**src/rtl/if_id_pkg.sv**
```systemverilog
// Shared types and constants for the fetch stage and IF/ID register.
package if_id_pkg;

  // Fetch FSM states.
  typedef enum logic [1:0] {
    IDLE = 2'd0,
    REQ  = 2'd1,
    WAIT = 2'd2,
    HOLD = 2'd3
  } fetch_state_t;

  // Instruction word presented to decode on a bubble.
  localparam logic [31:0] INST_NOP = 32'h0000_0000;

  // Sequential fetch increment in bytes.
  localparam int PC_STEP = 4;

  // Default first fetch address after reset.
  localparam logic [31:0] DEFAULT_RESET_PC = 32'h0000_0000;

endpackage

```
**src/rtl/if_skid_buf.sv**
```systemverilog
// One-entry {valid, addr, inst} holding buffer for a fetch response that
// cannot go straight into IF/ID. Priority: flush > write > read/clear, so a
// write that lands in the same cycle as a read leaves the new entry valid.
module if_skid_buf
  import if_id_pkg::*;
#(
  parameter int ADDR_W = 32
) (
  input  logic              clk,
  input  logic              rst,
  input  logic              flush,
  input  logic              wr_en,
  input  logic [ADDR_W-1:0] wr_addr,
  input  logic [31:0]       wr_inst,
  input  logic              rd_en,
  output logic              valid,
  output logic [ADDR_W-1:0] addr,
  output logic [31:0]       inst
);

  // Entry update: flush drops it, write fills it, read empties it.
  always_ff @(posedge clk) begin
    if (rst) begin
      valid <= 1'b0;
      addr  <= '0;
      inst  <= INST_NOP;
    end else if (flush) begin
      valid <= 1'b0;
    end else if (wr_en) begin
      valid <= 1'b1;
      addr  <= wr_addr;
      inst  <= wr_inst;
    end else if (rd_en) begin
      valid <= 1'b0;
    end
  end

endmodule

```
**src/rtl/if_id_stage.sv**
```systemverilog
// Fetch stage plus IF/ID pipeline register.
// Optional build macro IF_ID_PERF_EN adds perf_fetch_cnt / perf_drop_cnt.
//
// Handshake: a fetch is accepted on any posedge where imem_req && imem_ready;
// imem_req stays high with a stable imem_addr until accepted. Exactly one
// request may be outstanding; its response is the first imem_rvalid seen in
// WAIT (never in the acceptance cycle), and imem_rvalid outside WAIT is
// ignored. There is no backpressure on the response side: stalled responses
// are parked in the skid buffer.
module if_id_stage
  import if_id_pkg::*;
#(
  parameter int                ADDR_W   = 32,
  parameter logic [ADDR_W-1:0] RESET_PC = ADDR_W'(DEFAULT_RESET_PC)
) (
  input  logic              clk,
  input  logic              rst,
  input  logic              stall,
  input  logic              redirect_valid,
  input  logic [ADDR_W-1:0] redirect_pc,
  output logic              imem_req,
  output logic [ADDR_W-1:0] imem_addr,
  input  logic              imem_ready,
  input  logic              imem_rvalid,
  input  logic [31:0]       imem_rdata,
  output logic [ADDR_W-1:0] IF_ID_PC,
  output logic [31:0]       IF_ID_inst,
  output logic              IF_ID_Enable,
`ifdef IF_ID_PERF_EN
  output logic [31:0]       perf_fetch_cnt,
  output logic [31:0]       perf_drop_cnt,
`endif
  output fetch_state_t      dbg_state
);

  fetch_state_t      state;
  logic [ADDR_W-1:0] fetch_pc;
  logic [ADDR_W-1:0] req_pc;
  logic              discard;

  logic              skid_valid;
  logic [ADDR_W-1:0] skid_addr;
  logic [31:0]       skid_inst;

  logic [ADDR_W-1:0] redirect_target;
  logic              resp_seen;
  logic              resp_fire;
  logic              resp_drop;
  logic              skid_wr;
  logic              skid_rd;
  logic              skid_empty_next;

  assign redirect_target = {redirect_pc[ADDR_W-1:2], 2'b00};

  // A response only counts in WAIT; it is used unless it is stale.
  assign resp_seen = (state == WAIT) && imem_rvalid;
  assign resp_fire = resp_seen && !discard;
  assign resp_drop = resp_seen && (discard || redirect_valid);

  // Park the response when decode is stalled or older data is still parked.
  assign skid_wr = resp_fire && !redirect_valid && (stall || skid_valid);
  assign skid_rd = skid_valid && !stall && !redirect_valid;
  assign skid_empty_next = !skid_wr && (!skid_valid || skid_rd);

  assign imem_req  = (state == REQ);
  assign imem_addr = fetch_pc;
  assign dbg_state = state;

  if_skid_buf #(.ADDR_W(ADDR_W)) u_skid (
    .clk     (clk),
    .rst     (rst),
    .flush   (redirect_valid),
    .wr_en   (skid_wr),
    .wr_addr (req_pc),
    .wr_inst (imem_rdata),
    .rd_en   (skid_rd),
    .valid   (skid_valid),
    .addr    (skid_addr),
    .inst    (skid_inst)
  );

  // Fetch FSM and PC: redirect overrides everything, else sequential fetch.
  always_ff @(posedge clk) begin
    if (rst) begin
      state    <= IDLE;
      fetch_pc <= RESET_PC;
      req_pc   <= RESET_PC;
      discard  <= 1'b0;
    end else if (redirect_valid) begin
      fetch_pc <= redirect_target;
      case (state)
        REQ: begin
          if (imem_ready) begin
            // The old request is already in flight; its response is stale.
            state   <= WAIT;
            req_pc  <= fetch_pc;
            discard <= 1'b1;
          end
        end
        WAIT: begin
          if (imem_rvalid) begin
            state   <= REQ;
            discard <= 1'b0;
          end else begin
            discard <= 1'b1;
          end
        end
        default: state <= REQ;
      endcase
    end else begin
      case (state)
        IDLE: state <= REQ;
        REQ: begin
          if (imem_ready) begin
            state    <= WAIT;
            req_pc   <= fetch_pc;
            fetch_pc <= fetch_pc + ADDR_W'(PC_STEP);
          end
        end
        WAIT: begin
          if (imem_rvalid) begin
            if (discard) begin
              discard <= 1'b0;
              state   <= REQ;
            end else begin
              state <= skid_empty_next ? REQ : HOLD;
            end
          end
        end
        HOLD: begin
          if (skid_empty_next) state <= REQ;
        end
        default: state <= IDLE;
      endcase
    end
  end

  // IF/ID register: bubble on redirect, hold on stall, skid before fresh data.
  always_ff @(posedge clk) begin
    if (rst || redirect_valid) begin
      IF_ID_PC     <= '0;
      IF_ID_inst   <= INST_NOP;
      IF_ID_Enable <= 1'b0;
    end else if (!stall) begin
      if (skid_valid) begin
        IF_ID_PC     <= skid_addr;
        IF_ID_inst   <= skid_inst;
        IF_ID_Enable <= 1'b1;
      end else if (resp_fire) begin
        IF_ID_PC     <= req_pc;
        IF_ID_inst   <= imem_rdata;
        IF_ID_Enable <= 1'b1;
      end else begin
        IF_ID_PC     <= '0;
        IF_ID_inst   <= INST_NOP;
        IF_ID_Enable <= 1'b0;
      end
    end
  end

`ifdef IF_ID_PERF_EN
  logic fetch_inc;
  logic flush_drop;

  assign fetch_inc  = !redirect_valid && !stall && (skid_valid || resp_fire);
  assign flush_drop = redirect_valid && skid_valid;

  // Event counters: instructions delivered and responses thrown away.
  always_ff @(posedge clk) begin
    if (rst) begin
      perf_fetch_cnt <= '0;
      perf_drop_cnt  <= '0;
    end else begin
      perf_fetch_cnt <= perf_fetch_cnt + 32'(fetch_inc);
      perf_drop_cnt  <= perf_drop_cnt + 32'(resp_drop) + 32'(flush_drop);
    end
  end
`else
  logic unused_drop;
  assign unused_drop = resp_drop;
`endif

endmodule

```
**config.mk**
```make
export PLATFORM = sky130hd
export DESIGN_NAME = if_id_stage
export DESIGN_NICKNAME = d
export VERILOG_FILES = /design/src/rtl/if_id_pkg.sv /design/src/rtl/if_skid_buf.sv /design/src/rtl/if_id_stage.sv
export SDC_FILE = /design/constraint.sdc
export NUM_CORES = 1
export LEC_CHECK = 0
export CAP_MARGIN = 20
export CORE_MARGIN = 8
export CORE_UTILIZATION = 45
export CTS_BUF_LIST = sky130_fd_sc_hd__clkbuf_4
export DETAILED_ROUTE_END_ITERATION = 16
export DONT_BUFFER_PORTS = 1
export GPL_ROUTABILITY_DRIVEN = 1
export PLACE_DENSITY = 0.64
export SLEW_MARGIN = 25
export SYNTH_ARGS = -nofsm -noshare
export SYNTH_HDL_FRONTEND = slang
export SYNTH_SLANG_ARGS = --single-unit
```
**constraint.sdc**
```tcl
create_clock -name clk -period 2.4 [get_ports clk]
set_clock_uncertainty 0.05 [all_clocks]
set_input_delay 0.24 -clock clk [delete_from_list [all_inputs] [get_ports clk]]
set_output_delay 0.24 -clock clk [all_outputs]
set_load 0.01 [all_outputs]
```
# --- Word level (Yosys, flattened, before mapping) ---
# Index checks and enable logic that the tools add are counted.
# W data, S select, Z words.
word_totals:
  output_inout_bits: 100
  wordCells: 73
  ff_bits: 197
  in_bits: 70
classes:
  eq_ne: 6
  addsub: 1
  mux: 26
  n_reduce_logical: 28
  bitwise_logic: 1
op_table:
  columns: ["op", "count"]
  rows:
  - ["$mux W32", 7]
  - ["$add A32 B3 Y32 const B", 1]
  - ["$mux W2", 7]
  - ["$reduce_bool A2 Y1", 6]
  - ["$mux W1", 9]
  - ["$pmux W2 S4", 1]
  - ["$reduce_and A2 Y1", 4]
  - ["$logic_and A1 B1 Y1", 7]
  - ["$logic_not A1 Y1", 5]
  - ["$eq A2 B2 Y1 const B", 2]
  - ["$pmux W2 S2", 1]
  - ["$reduce_and A4 Y1", 1]
  - ["$logic_or A1 B1 Y1", 3]
  - ["$ne A3 B2 Y1 const B", 1]
  - ["$ne A3 B3 Y1 const B", 1]
  - ["$eq A2 B1 Y1 const B", 1]
  - ["$logic_not A2 Y1", 1]
  - ["$ne A2 B2 Y1 const B", 1]
  - ["$pmux W1 S2", 1]
  - ["$reduce_or A2 Y1", 1]
  - ["$not A1 Y1", 1]

# --- Longest topological paths before layout ---
# Gate-level depths: netlist (run 1).
logic_depth:
  word_depth: 12
  depth_mapped: 8
  mapped_depth_nobuf: 6

# --- Modules after synthesis ---
# From an unflattened synthesis (run 1), not the netlist that was laid out.
unflattened:
  cells_unflattened: 921
  area_unflattened_um2: 8752.1
by_module_without_submodules:
  columns: ["module", "area_each_um2", "instances", "cells_per_inst", "seq_area_each_um2"]
  rows:
  - ["if_id_stage", 5484.0, 1, 625, 2562.5]
  - ["if_skid_buf", 3268.1, 1, 296, 1301.2]

# --- Worst setup path before layout (run 1) ---
# Ideal clock, no wire load.
synth_path:
  kind: "register -> register"
  startpoint: "register state[0] (netlist: dbg_state[0])"
  endpoint: "register fetch_pc[21] (netlist: imem_addr[21])"
  synth_period_minus_slack_ps: 2338
  path_slack_ps: 62
  n_path_buf: 1
  path_stages_with_launch: 7
  t_required_ps: 2259
  setup_ps: 91
  arrival_time_ps: 2197
  path_cell_list: "dfxtp_1 -> ha_1 -> nand4_2 -> or4_4 -> buf_6 -> or4_1 -> a311oi_1"
synth_between:
  elab_chain_cells: 3
synth_lines:
  columns: ["item", "line", "source"]
  rows:
  - ["start: declaration", "if_id_stage.sv:36", "fetch_state_t state;"]
  - ["start signal: assignment", "if_id_stage.sv:126", "state <= skid_empty_next ? REQ : HOLD;"]
  - ["$eq A2 B1 Y1", null, null]
  - ["named net imem_req", "if_id_stage.sv:21", "output logic imem_req,"]
  - ["$reduce_bool A2 Y1 (no source line)", null, null]
  - ["$reduce_and A2 Y1 (no source line)", null, null]
  - ["end signal: assignment", "if_id_stage.sv:90", "fetch_pc <= redirect_target;"]
  - ["end signal: assignment", "if_id_stage.sv:117", "fetch_pc <= fetch_pc + ADDR_W'(PC_STEP);"]
  - ["end: declaration", "if_id_stage.sv:37", "logic [ADDR_W-1:0] fetch_pc;"]
# The timed path passes the listed nets, and every way through them passes these cells.
# A chain may end at the register's enable or synchronous reset.

# --- Final worst setup path (run 1) ---
layout_path:
  startpoint: "register state[1] (netlist: dbg_state[1])"
  endpoint: "register fetch_pc[23] (netlist: imem_addr[23])"
layout_between:
  elab_chain_cells: 3
layout_lines:
  columns: ["item", "line", "source"]
  rows:
  - ["$eq A2 B1 Y1", "if_id_stage.sv:111", "case (state)"]
  - ["$reduce_bool A2 Y1 (no source line)", null, null]
  - ["$reduce_and A2 Y1 (no source line)", null, null]
# No other way between the ends.

==> out/metrics.yaml, run 1 <==
grt:
  grt_overflow_total: 0
  grt_pass1_wl_um: 35900
  antenna_found_initial: 1
  grt_max_degree: 128
  track_usage_pct: 20.5
  grt_pass1_vias: 6423
clocking:
  cts.reportedPaths.clkPinSlew_ns: 0.14
  clock_latency_ns: 0.56
  cts.sinks: 189
  cts_tree: "yes"
  cts_inserted_buffers: 17
  htreeDepth: 4
  cts-root-buf: "clkbuf_4"
  clockBufferDepth: 2
yosys:
  synth_top_area_share_pct: 50.3
  avgSynthCellArea_um2: 8.41
  synth_common_cells: "205 x nand2_1, 189 x dfxtp_1, 102 x a21oi_1"
  synth_top_area_cell: "dfxtp_1"
  ys_seq_area_share_pct: 50.3
  synth_warnings: 0
  synth-seq-cells: 189
  syn_area_mm2: 0.00753
  yosys-top-cells-area: "dfxtp_1 50%, nand2_1 10%, a222oi_1 8.0%, a21oi_1 6.8%, nor2_1 4.5%"
  synthFlopType: "dfxtp_1"
  synth_most_common_cell: "nand2_1"
  synth_edf_count: 0
  async_flop_share_pct: 0
  yosysUniqueCellTypes: 44
  syn_inst: 895
outcome:
  outcome: "complete, no violations"
routing:
  final_antenna_net_count: 0
  route.detailed.drc: 0
  wl_per_cell_um: 18.8
  routed_wl_um: 22200
  drt_iter0_drc: 695
  num_vias: 6893
  vias_per_cell: 5.82
  drt_pass1_iterations: 7
final_layout:
  fin_nets: 1025
  stdcell_count: 1184
  layout-drive-gt1-share_pct: 8.52
  fill_cells: 1544
  area.growth.synth_to_final_pct: 19.6
critical_path:
  rrSetupSlack_ns: 0.11
  endpoint_kind: "flop"
  reg2regPathDepth: 6
  setup.worst_path.start_class: "flop"
  crit_type: "reg2reg"
  reg2reg_to: "imem_addr[23]"
  worst_r2r_startpoint: "dbg_state[1]"
  cp.arrival_ns: 2.72
  required_ns: 2.83
  crit_fanout: 8
sta:
  fin_crit_sh_pct: 95.3
  setup_viol: 0
  slew_headroom_pct: 38.2
  fmax_mhz: 437
  rsz0062_at_grt: "no"
  layout_min_cycle_time_ns: 2.29
  finalSetupTns_ns: 0
  finalMaxSlewViolations: 0
  worst_slew_pin_slew_ns: 0.923
  hold_viol: 0
placement:
  dp.cells: 1078
  gp_congestion: 0.825
  io_buffers: 0
  dp_hpwl_um: 13500
flow_run:
  cap_violations: 0
worst_hold_path:
  min_to: "u_skid.addr[23]"
  whs_path_depth: 2
  min-delay-start: "rst"
  hold_path_class: "in2reg"
floorplanning:
  start_util_pct: 45.7
  die_w_um: 145
  rows: 47
  core_mm2: 0.0165
  die_area_mm2: 0.0211
  io_pins: 170
  die_h_um: 145
power:
  p_per_area_mw_per_mm2: 651
  power_leakage_nw: 2.96
  vdd_ir_drop_max_mv: 0.400
==> registers in the layout (all words and copies together), names as in the netlist <==
| name | cells |
|---|---|
| IF_ID_Enable | 1 |
| u_skid.inst | 32 |
| req_pc | 30 |
| imem_addr | 30 |
| dbg_state | 2 |
| u_skid.addr | 30 |
| discard | 1 |
| IF_ID_inst | 32 |
| IF_ID_PC | 30 |
| u_skid.valid | 1 |
==> cells in the final DEF, fill, tap and decap left out, types with 8 or more instances in the layout <==
master | Yosys | final
a211oi_1 | 8 | 8
a21oi_1 | 102 | 102
a222oi_1 | 60 | 60
a311oi_1 | 15 | 14
buf_4 | 4 | 32
clkbuf_4 | 0 | 17
dfxtp_1 | 189 | 189
dlygate4sd3_1 | 0 | 72
inv_1 | 12 | 12
nand2_1 | 205 | 205
nand3_1 | 12 | 12
nand4_1 | 11 | 11
nor2_1 | 91 | 90
o31ai_1 | 11 | 11
or4_1 | 11 | 11
==> through the flow <==
stage | setup WS, ns | power, mW | hold WS [ns] | utilization [%] | cell area [um2]
3_5_place_dp | 0.122 | 3.73 | 0.278 | 47.8 | 7870
4_1_cts | 0.0886 | 5.93 | 0.0101 | 54.6 | 8980
6_report | 0.112 | 5.86 | 0.0362 | 54.7 | 9000
3_3_place_gp | 0.165 | 3.73 | 0.275 | 47.8 | 7870
2_1_floorplan | 0.0623 | 3.64 | 0.326 | - | 7540
5_1_grt | 0.00232 | 6.11 | 0.0519 | 54.7 | 9000
==> how the worst max path moves through the flow <==
stage                       startpoint  slack [ns]  depth (start not counted)             to
after floorplan           dbg_state[0]        0.06                          6  imem_addr[21]
after global placement    dbg_state[1]        0.17                          6  imem_addr[23]
after detailed placement  dbg_state[1]        0.12                          6  imem_addr[23]
after CTS                 dbg_state[1]        0.09                          6  imem_addr[23]
after global routing      imem_addr[3]       0.002                          6  imem_addr[20]
final                     dbg_state[1]        0.11                          6  imem_addr[23]
==> repair_timing <==
action	4_1_cts	5_1_grt
hold buffers	74	0
hold endpoints to repair	189	0
endpoints found under the setup margin	0	2
setup buffers	0	0
resized for setup	0	2
==> cell families (layout without fill, tap and decap cells) <==
kind of cell               after synthesis  in the layout  synth area share (%)
AOI/OAI and AO/OA                      217            217                  20.4
xor gates and xnor gates                 9              9                  1.05
adders and majority gates                8              8                  1.20
buffers and inverters                   90            154                  4.79
DFF                                    189            189                  50.3
muxes                                    1              1                 0.150
other                                    1              5                0.0498
and+or+nand+nor                        380            381                  22.2
==> critical path, stage by stage (launching register included) <==
cell and delay (ns):
dfxtp_1 0.34, inv_1 0.07, ha_1 0.21, nand4_4 0.18, or4_4 0.62, or4_1 0.49, a311oi_1 0.24
==> power by group <==
group / internal [mW] / total (mW) / leakage, nW / switching [mW]
Combinational: 0.232 / 0.565 / 1.25 / 0.333
Sequential: 3.20 / 3.28 / 1.53 / 0.0757
Clock: 0.932 / 2.02 / 0.177 / 1.09
==> per-layer routing <==
metal	global-route usage [%]	up-vias	wire [um]
met5	0	-	0
met4	5.21	0	162
met1	27.0	3276	9880
met3	7.74	14	2130
met2	31.0	261	10000
li1	-	3342	-
==> layout make-up <==
| class | instances | area (um2) | share of cell area (%) |
|---|---|---|---|
| Tap cell | 220 | 275 | 3.06 |
| Timing Repair Buffer | 111 | 1120 | 12.4 |
| Clock buffer | 17 | 128 | 1.42 |
| Inverter | 12 | 45.0 | 0.500 |
| Clock inverter | 14 | 214 | 2.38 |
| Antenna cell | 1 | 2.50 | 0.0278 |
| Sequential cell | 189 | 3780 | 42.0 |
| Multi-Input combinational cell | 620 | 3440 | 38.2 |
Note: power is estimated with default switching activity, not from simulation.
==> inputs of run 2 (changes only) <==
Settings changed: ABC_CLOCK_PERIOD_IN_PS set to 2400, CORE_UTILIZATION 45 to 59, PLACE_DENSITY 0.64 to 0.79.
==> run 2 against run 1 <==
Net effect:
- sequential cell count is the same
- cell area decreased by 1.7%
- non-clock buffer count rose by 4
- critical path depth up 1
- combinational power about the same
- worst hold slack gained 0.0093 ns
- final cell count fell by 3.8%
- power decreased by 7.2%
- die area is 21% lower
- maximum frequency fell by 2.4%
- routed wire length up 0.68%
- register-to-register slack worse by 0.06 ns
- critical path type unchanged
==> out/metrics.yaml, run 2 (synthesis gave the netlist of run 1 again) <==
routing:
  route.detailed.drc: 0  # unchanged
  routed_wl_um: 22400  # +0.68%
  wl_per_cell_um: 19.6  # +4.7%
  vias_per_cell: 6.26  # +7.6%
  drt_pass1_iterations: 9  # +2
  final_antenna_net_count: 0  # unchanged
  num_vias: 7135  # +3.5%
  drt_iter0_drc: 784  # +13%
floorplanning:
  die_h_um: 129  # -11%
  start_util_pct: 60.1  # +14 points
  die_w_um: 129  # -11%
  io_pins: 170  # unchanged
  rows: 41  # -13%
  core_mm2: 0.0125  # -24%
  die_area_mm2: 0.0166  # -21%
power:
  vdd_ir_drop_max_mv: 0.294  # -26%
  p_total_mw: 5.44  # -7.2%
  combPwrFrac_pct: 10.3  # +0.7 points
  p_sw_mw: 1.48  # -1.3%
  clkPwrFrac_pct: 29.3  # -5.1 points
  p_per_area_mw_per_mm2: 615  # -5.6%
  power_leakage_nw: 2.94  # -0.63%
  seqPwrFrac_pct: 60.3  # +4.4 points
  swShare_pct: 27.1  # +1.6 points
  p_int_mw: 3.97  # -9.2%
grt:
  grt_overflow_total: 0  # unchanged
  antenna_found_initial: 0  # -1
  track_usage_pct: 26.5  # +6.0 points
  grt_pass1_wl_um: 35600  # -0.75%
  grt_pass1_vias: 6855  # +6.7%
  grt_max_degree: 127  # -0.78%
final_layout:
  fin_nets: 1028  # +0.29%
  final_cell_area_mm2: 0.00885  # -1.7%
  stdcell_count: 1139  # -3.8%
  layout-drive-gt1-share_pct: 9.00  # +0.48 points
  area.growth.synth_to_final_pct: 17.6
  final_common_cell: "nand2_1"
  post-route-util_pct: 70.7  # +16 points
  final_cell_mix: "204 x nand2_1, 189 x dfxtp_1, 102 x a21oi_1"
  reg_top3: "IF_ID_inst: 32 flops, u_skid.inst: 32 flops"
  antenna_cells: 0  # -1
clocking:
  cts.sinks: 189  # unchanged
  cts.reportedPaths.clkPinSlew_ns: 0.14  # about the same
  htreeDepth: 4  # unchanged
  cts-root-buf: "clkbuf_4"
  clock_latency_ns: 0.56  # about the same
  clockBufferDepth: 2  # unchanged
  cts_inserted_buffers: 17  # unchanged
  cts_tree: "yes"
outcome:
  outcome: "complete, no violations"
critical_path:
  setup.worst_path.start_class: "flop"
  crit_fanout: 7  # -1
  cp.arrival_ns: 2.78  # +0.06 ns
  required_ns: 2.84  # about the same
  endpoint_kind: "flop"
  crit_type: "reg2reg"
sta:
  whs_ns: 0.0455  # +0.00934 ns
  finalSetupTns_ns: 0  # unchanged
  fin_crit_sh_pct: 97.7  # +2.4 points
  finalMaxSlewViolations: 0  # unchanged
  layout_setup_ws_ns: 0.0556  # -0.0569 ns
  hold_viol: 0  # unchanged
  slew_headroom_pct: 36.0  # -2.3 points
  worst_slew_pin_slew_ns: 0.957  # +0.0341 ns
  layout_min_cycle_time_ns: 2.34  # +0.0569 ns
  fmax_mhz: 427  # -2.4%
  setup_viol: 0  # unchanged
placement:
  dp.cells: 1029  # -4.5%
  gp_congestion: 0.913  # +11%
  dpl_cell_area_mm2: 0.00776  # -1.3%
  dp_hpwl_um: 13800  # +2.2%
  io_buffers: 0  # unchanged
  place_ws_ns: 0.125  # +0.00303 ns
worst_hold_path:
  hold_path_class: "in2reg"
flow_run:
  cap_violations: 0  # unchanged
run 2: worst paths after layout:
kind | cells after the start | to | start | slack [ns]
worst max-delay path | 7 | imem_addr[15] | dbg_state[1] | 0.06
worst min-delay path | 2 | u_skid.addr[22] | rst | 0.05
worst max register to register | 7 | imem_addr[15] | dbg_state[1] | 0.06
worst min register to register | 2 | u_skid.addr[2] | u_skid.addr[2] | 0.42
run 2: layout make-up:
cell class                 instances  area (um2)
sequential                       189        3780
clock buffer                      18         135
fill                             968        3660
inverter                          12        45.0
timing repair buffer             115        1110
multi-input combinational        619        3440
clock inverter                    14         121
tap                              172         215
run 2: power by group through the flow:
stage | clock [mW] | sequential, mW | combinational, mW
finish | 1.60 | 3.28 | 0.563
detailed placement | 0 | 3.35 | 0.374
CTS | 1.62 | 3.28 | 0.544
global placement | 0 | 3.34 | 0.358
global route | 1.75 | 3.29 | 0.608
floorplan | 0 | 3.36 | 0.281
run 2: layer usage:
layer  vias up  part of all wire (%)  GRT usage, %
met5         -                     0             0
met4         0                   1.4          8.43
met3        37                    12          9.35
met2       391                    48          43.1
met1      3363                    39          32.1
li1       3344                     -             -
run 2: what timing repair did:
item | in CTS | in global routing
endpoints found under the hold margin | 189 | 0
gates resized for setup | 0 | 6
buffers inserted | 0 | 2
setup endpoints to repair | 0 | 4
hold buffers | 76 | 0
run 2: critical path, stage by stage (launching register included):
cell      delay (ns)
dfxtp_1         0.34
inv_1           0.07
ha_1            0.23
nand4_4         0.16
or4_4           0.61
clkbuf_2        0.18
or4_1           0.44
a31oi_1         0.19
